### src/rtl/multicycle_ctrl.sv
// Control FSM for the multicycle processor datapath: sequences the PC/IR/regfile/memory
// enables and datapath muxes per instruction class, and decodes the ALU control code.
module multicycle_ctrl #(
    parameter logic [5:0] OP_RTYPE = 6'b000000,
    parameter logic [5:0] OP_LW    = 6'b100011,
    parameter logic [5:0] OP_SW    = 6'b101011,
    parameter logic [5:0] OP_BEQ   = 6'b000100,
    parameter logic [5:0] OP_ADDI  = 6'b001000,
    parameter logic [5:0] OP_J     = 6'b000010
) (
    input  logic       clk,
    input  logic       reset,
    input  logic [5:0] op,
    input  logic [5:0] funct,
    input  logic       zero,
    output logic       pcen,
    output logic       irwrite,
    output logic       memwrite,
    output logic       regwrite,
    output logic       iord,
    output logic       memtoreg,
    output logic       regdst,
    output logic       alusrca,
    output logic [1:0] alusrcb,
    output logic [1:0] pcsrc,
    output logic [2:0] alucontrol
);

    typedef enum logic [3:0] {
        StFetch   = 4'd0,
        StDecode  = 4'd1,
        StMemAdr  = 4'd2,
        StMemRd   = 4'd3,
        StMemWb   = 4'd4,
        StMemWr   = 4'd5,
        StRtypeEx = 4'd6,
        StRtypeWb = 4'd7,
        StBeqEx   = 4'd8,
        StAddiEx  = 4'd9,
        StAddiWb  = 4'd10,
        StJEx     = 4'd11
    } state_e;

    state_e     r_state;
    state_e     w_state_next;
    state_e     w_state_out;
    logic       w_pcwrite;
    logic       w_branch;
    logic       w_irwrite;
    logic       w_memwrite;
    logic       w_regwrite;
    logic [1:0] w_aluop;

    always_ff @(posedge clk) begin
        if (reset) begin
            r_state <= StFetch;
        end else begin
            r_state <= w_state_next;
        end
    end

    always_comb begin
        w_state_next = StFetch;
        case (r_state)
            StFetch: w_state_next = StDecode;
            StDecode: begin
                if (op == OP_LW || op == OP_SW) w_state_next = StMemAdr;
                else if (op == OP_RTYPE)        w_state_next = StRtypeEx;
                else if (op == OP_BEQ)          w_state_next = StBeqEx;
                else if (op == OP_ADDI)         w_state_next = StAddiEx;
                else if (op == OP_J)            w_state_next = StJEx;
                else                            w_state_next = StFetch;
            end
            StMemAdr:  w_state_next = (op == OP_LW) ? StMemRd : StMemWr;
            StMemRd:   w_state_next = StMemWb;
            StRtypeEx: w_state_next = StRtypeWb;
            StAddiEx:  w_state_next = StAddiWb;
            default:   w_state_next = StFetch;
        endcase
    end

    // During reset the decode shows FETCH values; the enables are masked below.
    assign w_state_out = reset ? StFetch : r_state;

    always_comb begin
        w_pcwrite  = 1'b0;
        w_branch   = 1'b0;
        w_irwrite  = 1'b0;
        w_memwrite = 1'b0;
        w_regwrite = 1'b0;
        iord       = 1'b0;
        memtoreg   = 1'b0;
        regdst     = 1'b0;
        alusrca    = 1'b0;
        alusrcb    = 2'b00;
        pcsrc      = 2'b00;
        w_aluop    = 2'b00;
        case (w_state_out)
            StFetch: begin
                alusrcb   = 2'b01;
                w_irwrite = 1'b1;
                w_pcwrite = 1'b1;
            end
            StDecode:  alusrcb = 2'b11;
            StMemAdr: begin
                alusrca = 1'b1;
                alusrcb = 2'b10;
            end
            StMemRd:   iord = 1'b1;
            StMemWb: begin
                memtoreg   = 1'b1;
                w_regwrite = 1'b1;
            end
            StMemWr: begin
                iord       = 1'b1;
                w_memwrite = 1'b1;
            end
            StRtypeEx: begin
                alusrca = 1'b1;
                w_aluop = 2'b10;
            end
            StRtypeWb: begin
                regdst     = 1'b1;
                w_regwrite = 1'b1;
            end
            StBeqEx: begin
                alusrca  = 1'b1;
                w_aluop  = 2'b01;
                pcsrc    = 2'b01;
                w_branch = 1'b1;
            end
            StAddiEx: begin
                alusrca = 1'b1;
                alusrcb = 2'b10;
            end
            StAddiWb:  w_regwrite = 1'b1;
            StJEx: begin
                pcsrc     = 2'b10;
                w_pcwrite = 1'b1;
            end
            default: ;
        endcase
    end

    always_comb begin
        alucontrol = 3'b010;
        case (w_aluop)
            2'b01: alucontrol = 3'b110;
            2'b10: begin
                case (funct)
                    6'b100000: alucontrol = 3'b010;
                    6'b100010: alucontrol = 3'b110;
                    6'b100100: alucontrol = 3'b000;
                    6'b100101: alucontrol = 3'b001;
                    6'b101010: alucontrol = 3'b111;
                    default:   alucontrol = 3'b000;
                endcase
            end
            default: alucontrol = 3'b010;
        endcase
    end

    assign pcen     = ~reset & (w_pcwrite | (w_branch & zero));
    assign irwrite  = ~reset & w_irwrite;
    assign memwrite = ~reset & w_memwrite;
    assign regwrite = ~reset & w_regwrite;

endmodule

### config.mk
export PLATFORM = sky130hd
export DESIGN_NAME = multicycle_ctrl
export DESIGN_NICKNAME = d
export VERILOG_FILES = /design/src/rtl/multicycle_ctrl.sv
export SDC_FILE = /design/constraint.sdc
export NUM_CORES = 1
export LEC_CHECK = 0
export BUFFER_PORTS_ARGS = -buffer_cell sky130_fd_sc_hd__buf_4
export CAP_MARGIN = 20
export CORE_MARGIN = 3
export CORE_UTILIZATION = 40
export DETAILED_ROUTE_END_ITERATION = 10
export GPL_TIMING_DRIVEN = 0
export MAX_ROUTING_LAYER = met4
export PLACE_DENSITY = 0.74
export SLEW_MARGIN = 15
export SYNTH_ARGS = -nofsm -noshare
export SYNTH_HDL_FRONTEND = slang
export SYNTH_SLANG_ARGS = --single-unit
### constraint.sdc
create_clock -name clk -period 1.95 [get_ports clk]
set_clock_uncertainty 0.2 [all_clocks]
set_input_delay 0.2925 -clock clk [delete_from_list [all_inputs] [get_ports clk]]
set_output_delay 0.2925 -clock clk [all_outputs]
set_load 0.02 [all_outputs]
==> results.txt <==
During synthesis, Yosys emitted a total of 0 warnings. The first-pass detailed-route iteration total is 4, and the post-synthesis cell count is 87. In the final design database the tool counted 151 nets. The largest single stage delay on the critical path is 0.38 ns. At the worst endpoint, the required time is 1.46 ns. The min-delay analysis places its worst path in the category input port to flip-flop. Measured in cells, the most critical reg-to-reg path has a length of 6. The placed cell count came out at 130. The flow ran to the end, but the final reports show violations. Counting instances, the worst hold path has a depth of 2.

The run gives 1 as the number of H-tree levels. TritonCTS built the clock tree. The area added between synthesis and finish is 91.4%.

The worst setup path is of the flip-flop to primary output kind. STA classifies the critical path startpoint as a flip-flop. The worst path needs 2.32 ns of the cycle, external delays included.

Overall power consumption after layout is estimated at 0.321 mW. The run gives -0.374 ns as the final critical-path setup slack. Counting the buffers created by CTS gives 3. The number of antenna violations at the first check in global routing is 0, and the quantity of hold-fixing buffers added after cts is 0. For this run, the total global-route usage over all layers was measured as 21.7%. Across the VDD grid, the largest voltage drop is 0.000583 V. Counting both buffers and inverters, the worst setup path holds a total of 2.

Walking the worst path, the cells encountered are nor2b_4, nand3_2, inv_2, ha_4, nand3b_1, nor3_2, a21oi_2, nor2_2, buf_6. Number of hold violations in the final report: 0. The average wire length per cell after detail routing came out at 16.4 um. Buffer cell driving the clock tree root: sky130_fd_sc_hd__clkbuf_4. The repair_antennas step left the layout with diodes totalling 0. The total wire length was 2400 um; the maximum operating frequency was 430 MHz. For the latest clock arrival within the worst-skew pair, the log shows 0.24 ns. Across the run, the number of max-cap violations was 0. Entering global routing, the biggest net connects 11 pins. The relative slew slack was 76.2%. After detailed routing, the number of remaining DRC violations is 0. Via density per instance: 5.93. The sink count of the clock tree was 4; the final weighted congestion in routability-driven placement was 0.804. Setup violations remaining at the end of the flow were counted as 4. In this run the core area contains 13 standard-cell rows.

The routed layout has 866 vias. The run gives 0 as the remaining number of nets flagged by the antenna check after routing. Slew of the pin with the lowest slew margin: 0.353 ns.

Post-synthesis net count: 105. The maximum fanout encountered on the critical timing path was 6. r_state holds more flip-flops than any other register. Setup repair after global routing could not meet its margin everywhere. The via count of the first global-routing pass was 731. The cell internal power dissipation came out at 0.217 mW.

The master of the slowest instance on the critical path was sky130_fd_sc_hd__dfxtp_4. The initial standard-cell utilization of the core is 44.3%. The final reports fail on negative setup slack. The sequential group share of total power was 26.5%. The flip-flop count of the largest register after layout is 4, and the width of the die is 44.7 um. The first global-routing pass estimated 3130 um of wire.

In this run, synthesis produced a sequential element count of 4. The die covers 1990 um2. The tools report the netlist area before placement as 598 um2. The worst register-to-register path ends at r_state[1].

Per report_power, the combinational group accounts for 40.9% of the total. The post-route non-filler standard cell count is 146, and the post-synthesis area per instance is 6.87 um2. The logs give 0.496 nW for the leakage component of the power and 0 for the total congestion overflow. The share of post-route cells with drive strength above 1 is 59.5%, and the height of the chip is 44.7 um. The run gives 2 as the maximum clock insertion buffer count. 30 I/O pins were placed.

Clock-pin slew was measured on the worst setup and hold paths at 0.04 ns. The cell type group with the largest total delay on the critical path is simple AND/OR/NAND/NOR gates. Share of synthesized area occupied by flip-flops and latches: 13.4%. The clock network is responsible for 32.6% of the overall power.

In this run, the number of DRC markers left after iteration 0 of detailed routing was 49. The logs give 1.83 ns for the worst path arrival time and 1420 um for the half-perimeter wire length after placement. The flop-to-flop setup slack came out at 0.48 ns. The tools report the worst min-delay path endpoint as r_state[2].

Dividing the final minimum period by the clock period gives 119%. The startpoint of the lowest-slack hold path was reset. In the final layout, the registers with the most flip-flops are r_state: 4 flops.

The worst setup path is captured at a primary output. The fraction of power spent switching nets came out at 32.5%. The worst register-to-register path begins at r_state[0].

The logs give 35 for the count of cell types in the netlist and 1350 um2 for the area inside the core boundary. Summed over all nets, the switching power comes to 0.104 mW. The max-slew violation count was 0; the count of port buffers added during placement was 28.

The power per standard cell area was 280 nW/um2.
-- power groups by stage --
stage / sequential (mW) / combinational (mW) / clock, mW
6_report: 0.0851 / 0.131 / 0.105
3_3_place_gp: 0.0887 / 0.105 / 0
3_5_place_dp: 0.0888 / 0.107 / 0
4_1_cts: 0.0848 / 0.117 / 0.110
2_1_floorplan: 0.0881 / 0.0595 / 0
5_1_grt: 0.0856 / 0.142 / 0.120
-- worst max path at each step --
stage / start / to / slack (ns) / cells past startpoint
after global routing: r_state[2] / alucontrol[2] / -0.48 / 9
after global placement: r_state[1] / alucontrol[1] / -0.18 / 8
after floorplan: r_state[2] / alucontrol[2] / 0.0006 / 8
after CTS: r_state[0] / alucontrol[1] / -0.36 / 9
after detailed placement: r_state[1] / alucontrol[1] / -0.22 / 8
final: r_state[2] / alucontrol[2] / -0.37 / 9
-- cell usage after synthesis --
master / n / area share (%)
sky130_fd_sc_hd__and3_1: 5 / 5.2
sky130_fd_sc_hd__o41ai_1: 1 / 1.5
sky130_fd_sc_hd__o31a_1: 1 / 1.5
sky130_fd_sc_hd__a31oi_1: 4 / 4.2
sky130_fd_sc_hd__nor3_2: 1 / 1.7
sky130_fd_sc_hd__nand4b_1: 1 / 1.5
sky130_fd_sc_hd__nor4b_1: 1 / 1.5
sky130_fd_sc_hd__nand2_1: 6 / 3.8
sky130_fd_sc_hd__nand2b_1: 4 / 4.2
sky130_fd_sc_hd__a21o_1: 1 / 1.3
sky130_fd_sc_hd__nor4bb_1: 1 / 1.7
sky130_fd_sc_hd__o22ai_1: 1 / 1.0
sky130_fd_sc_hd__o21ai_0: 1 / 0.84
sky130_fd_sc_hd__nor3_1: 14 / 12
sky130_fd_sc_hd__buf_4: 1 / 1.3
sky130_fd_sc_hd__dfxtp_1: 4 / 13
sky130_fd_sc_hd__or3_1: 1 / 1.0
sky130_fd_sc_hd__nor2b_1: 3 / 3.1
sky130_fd_sc_hd__ha_1: 3 / 6.3
sky130_fd_sc_hd__nand3b_1: 1 / 1.3
sky130_fd_sc_hd__a211oi_1: 1 / 1.3
sky130_fd_sc_hd__a211o_1: 1 / 1.5
sky130_fd_sc_hd__nand3_1: 1 / 0.84
sky130_fd_sc_hd__clkbuf_1: 2 / 1.3
sky130_fd_sc_hd__inv_1: 3 / 1.9
sky130_fd_sc_hd__or2_2: 1 / 1.0
sky130_fd_sc_hd__a21oi_1: 4 / 3.3
sky130_fd_sc_hd__o31ai_1: 2 / 2.5
sky130_fd_sc_hd__nor2_1: 9 / 5.6
sky130_fd_sc_hd__or4_4: 1 / 1.9
sky130_fd_sc_hd__clkbuf_8: 2 / 4.6
sky130_fd_sc_hd__xnor2_1: 2 / 2.9
sky130_fd_sc_hd__o21a_1: 1 / 1.3
sky130_fd_sc_hd__nand2b_2: 1 / 1.5
sky130_fd_sc_hd__o21ai_1: 1 / 0.84
-- placed cells by master, fill, tap and decap left out, drive strengths merged, types with 2 or more instances in the layout --
| cell | count |
|---|---|
| nand2 | 6 |
| a31oi | 4 |
| o21ai | 2 |
| clkbuf | 4 |
| nor3 | 15 |
| ha | 3 |
| inv | 3 |
| nor2b | 3 |
| a21oi | 4 |
| o31ai | 2 |
| and3 | 5 |
| nand2b | 5 |
| buf | 45 |
| dfxtp | 4 |
| xnor2 | 2 |
| nor2 | 9 |
-- through the flow --
stage | worst slack, ns | hold slack, ns | TNS, ns | instance area, um2 | util, %
6_report | -0.374 | 0.0904 | -1.05 | 1140 | 84.8
5_1_grt | -0.482 | 0.0681 | -1.49 | 1140 | 84.8
4_1_cts | -0.361 | 0.0600 | -0.928 | 988 | 73.2
3_5_place_dp | -0.224 | 0.319 | -0.470 | 871 | 64.5
3_3_place_gp | -0.179 | 0.318 | -0.354 | 871 | 64.5
2_1_floorplan | 0.000636 | 0.294 | 0 | 642 | -
-- cells by family (layout without fill, tap and decap cells) --
family / after synthesis / after routing / synth area share, %
simple gates: 51 / 51 / 47.5
compound gates: 19 / 19 / 20.9
buf+inv: 8 / 52 / 9.00
flops: 4 / 4 / 13.4
fa+ha+maj: 3 / 3 / 6.28
xor+xnor: 2 / 2 / 2.93
-- what timing repair did --
action | in CTS | in global routing
pin swaps | 4 | 11
resized for setup | 17 | 22
buffers inserted | 5 | 9
endpoints found under the setup margin | 7 | 9
-- layout make-up --
type / instances / area [um2]
multi-input combinational: 75 / 589
buffer: 4 / 66.3
tap: 15 / 18.8
fill: 79 / 205
clock buffer: 3 / 22.5
sequential: 4 / 92.6
inverter: 3 / 13.8
timing repair buffer: 42 / 342
-- metal layers --
layer	routed length [um]	global-route usage, %	part of all wire (%)	up-vias
met5	0	-	0	-
met4	12	2.41	0.50	0
met3	185	6.10	7.7	2
met2	1230	36.7	51	44
met1	968	26.1	40	409
li1	-	-	-	411
(Power assumes the default switching activity.)
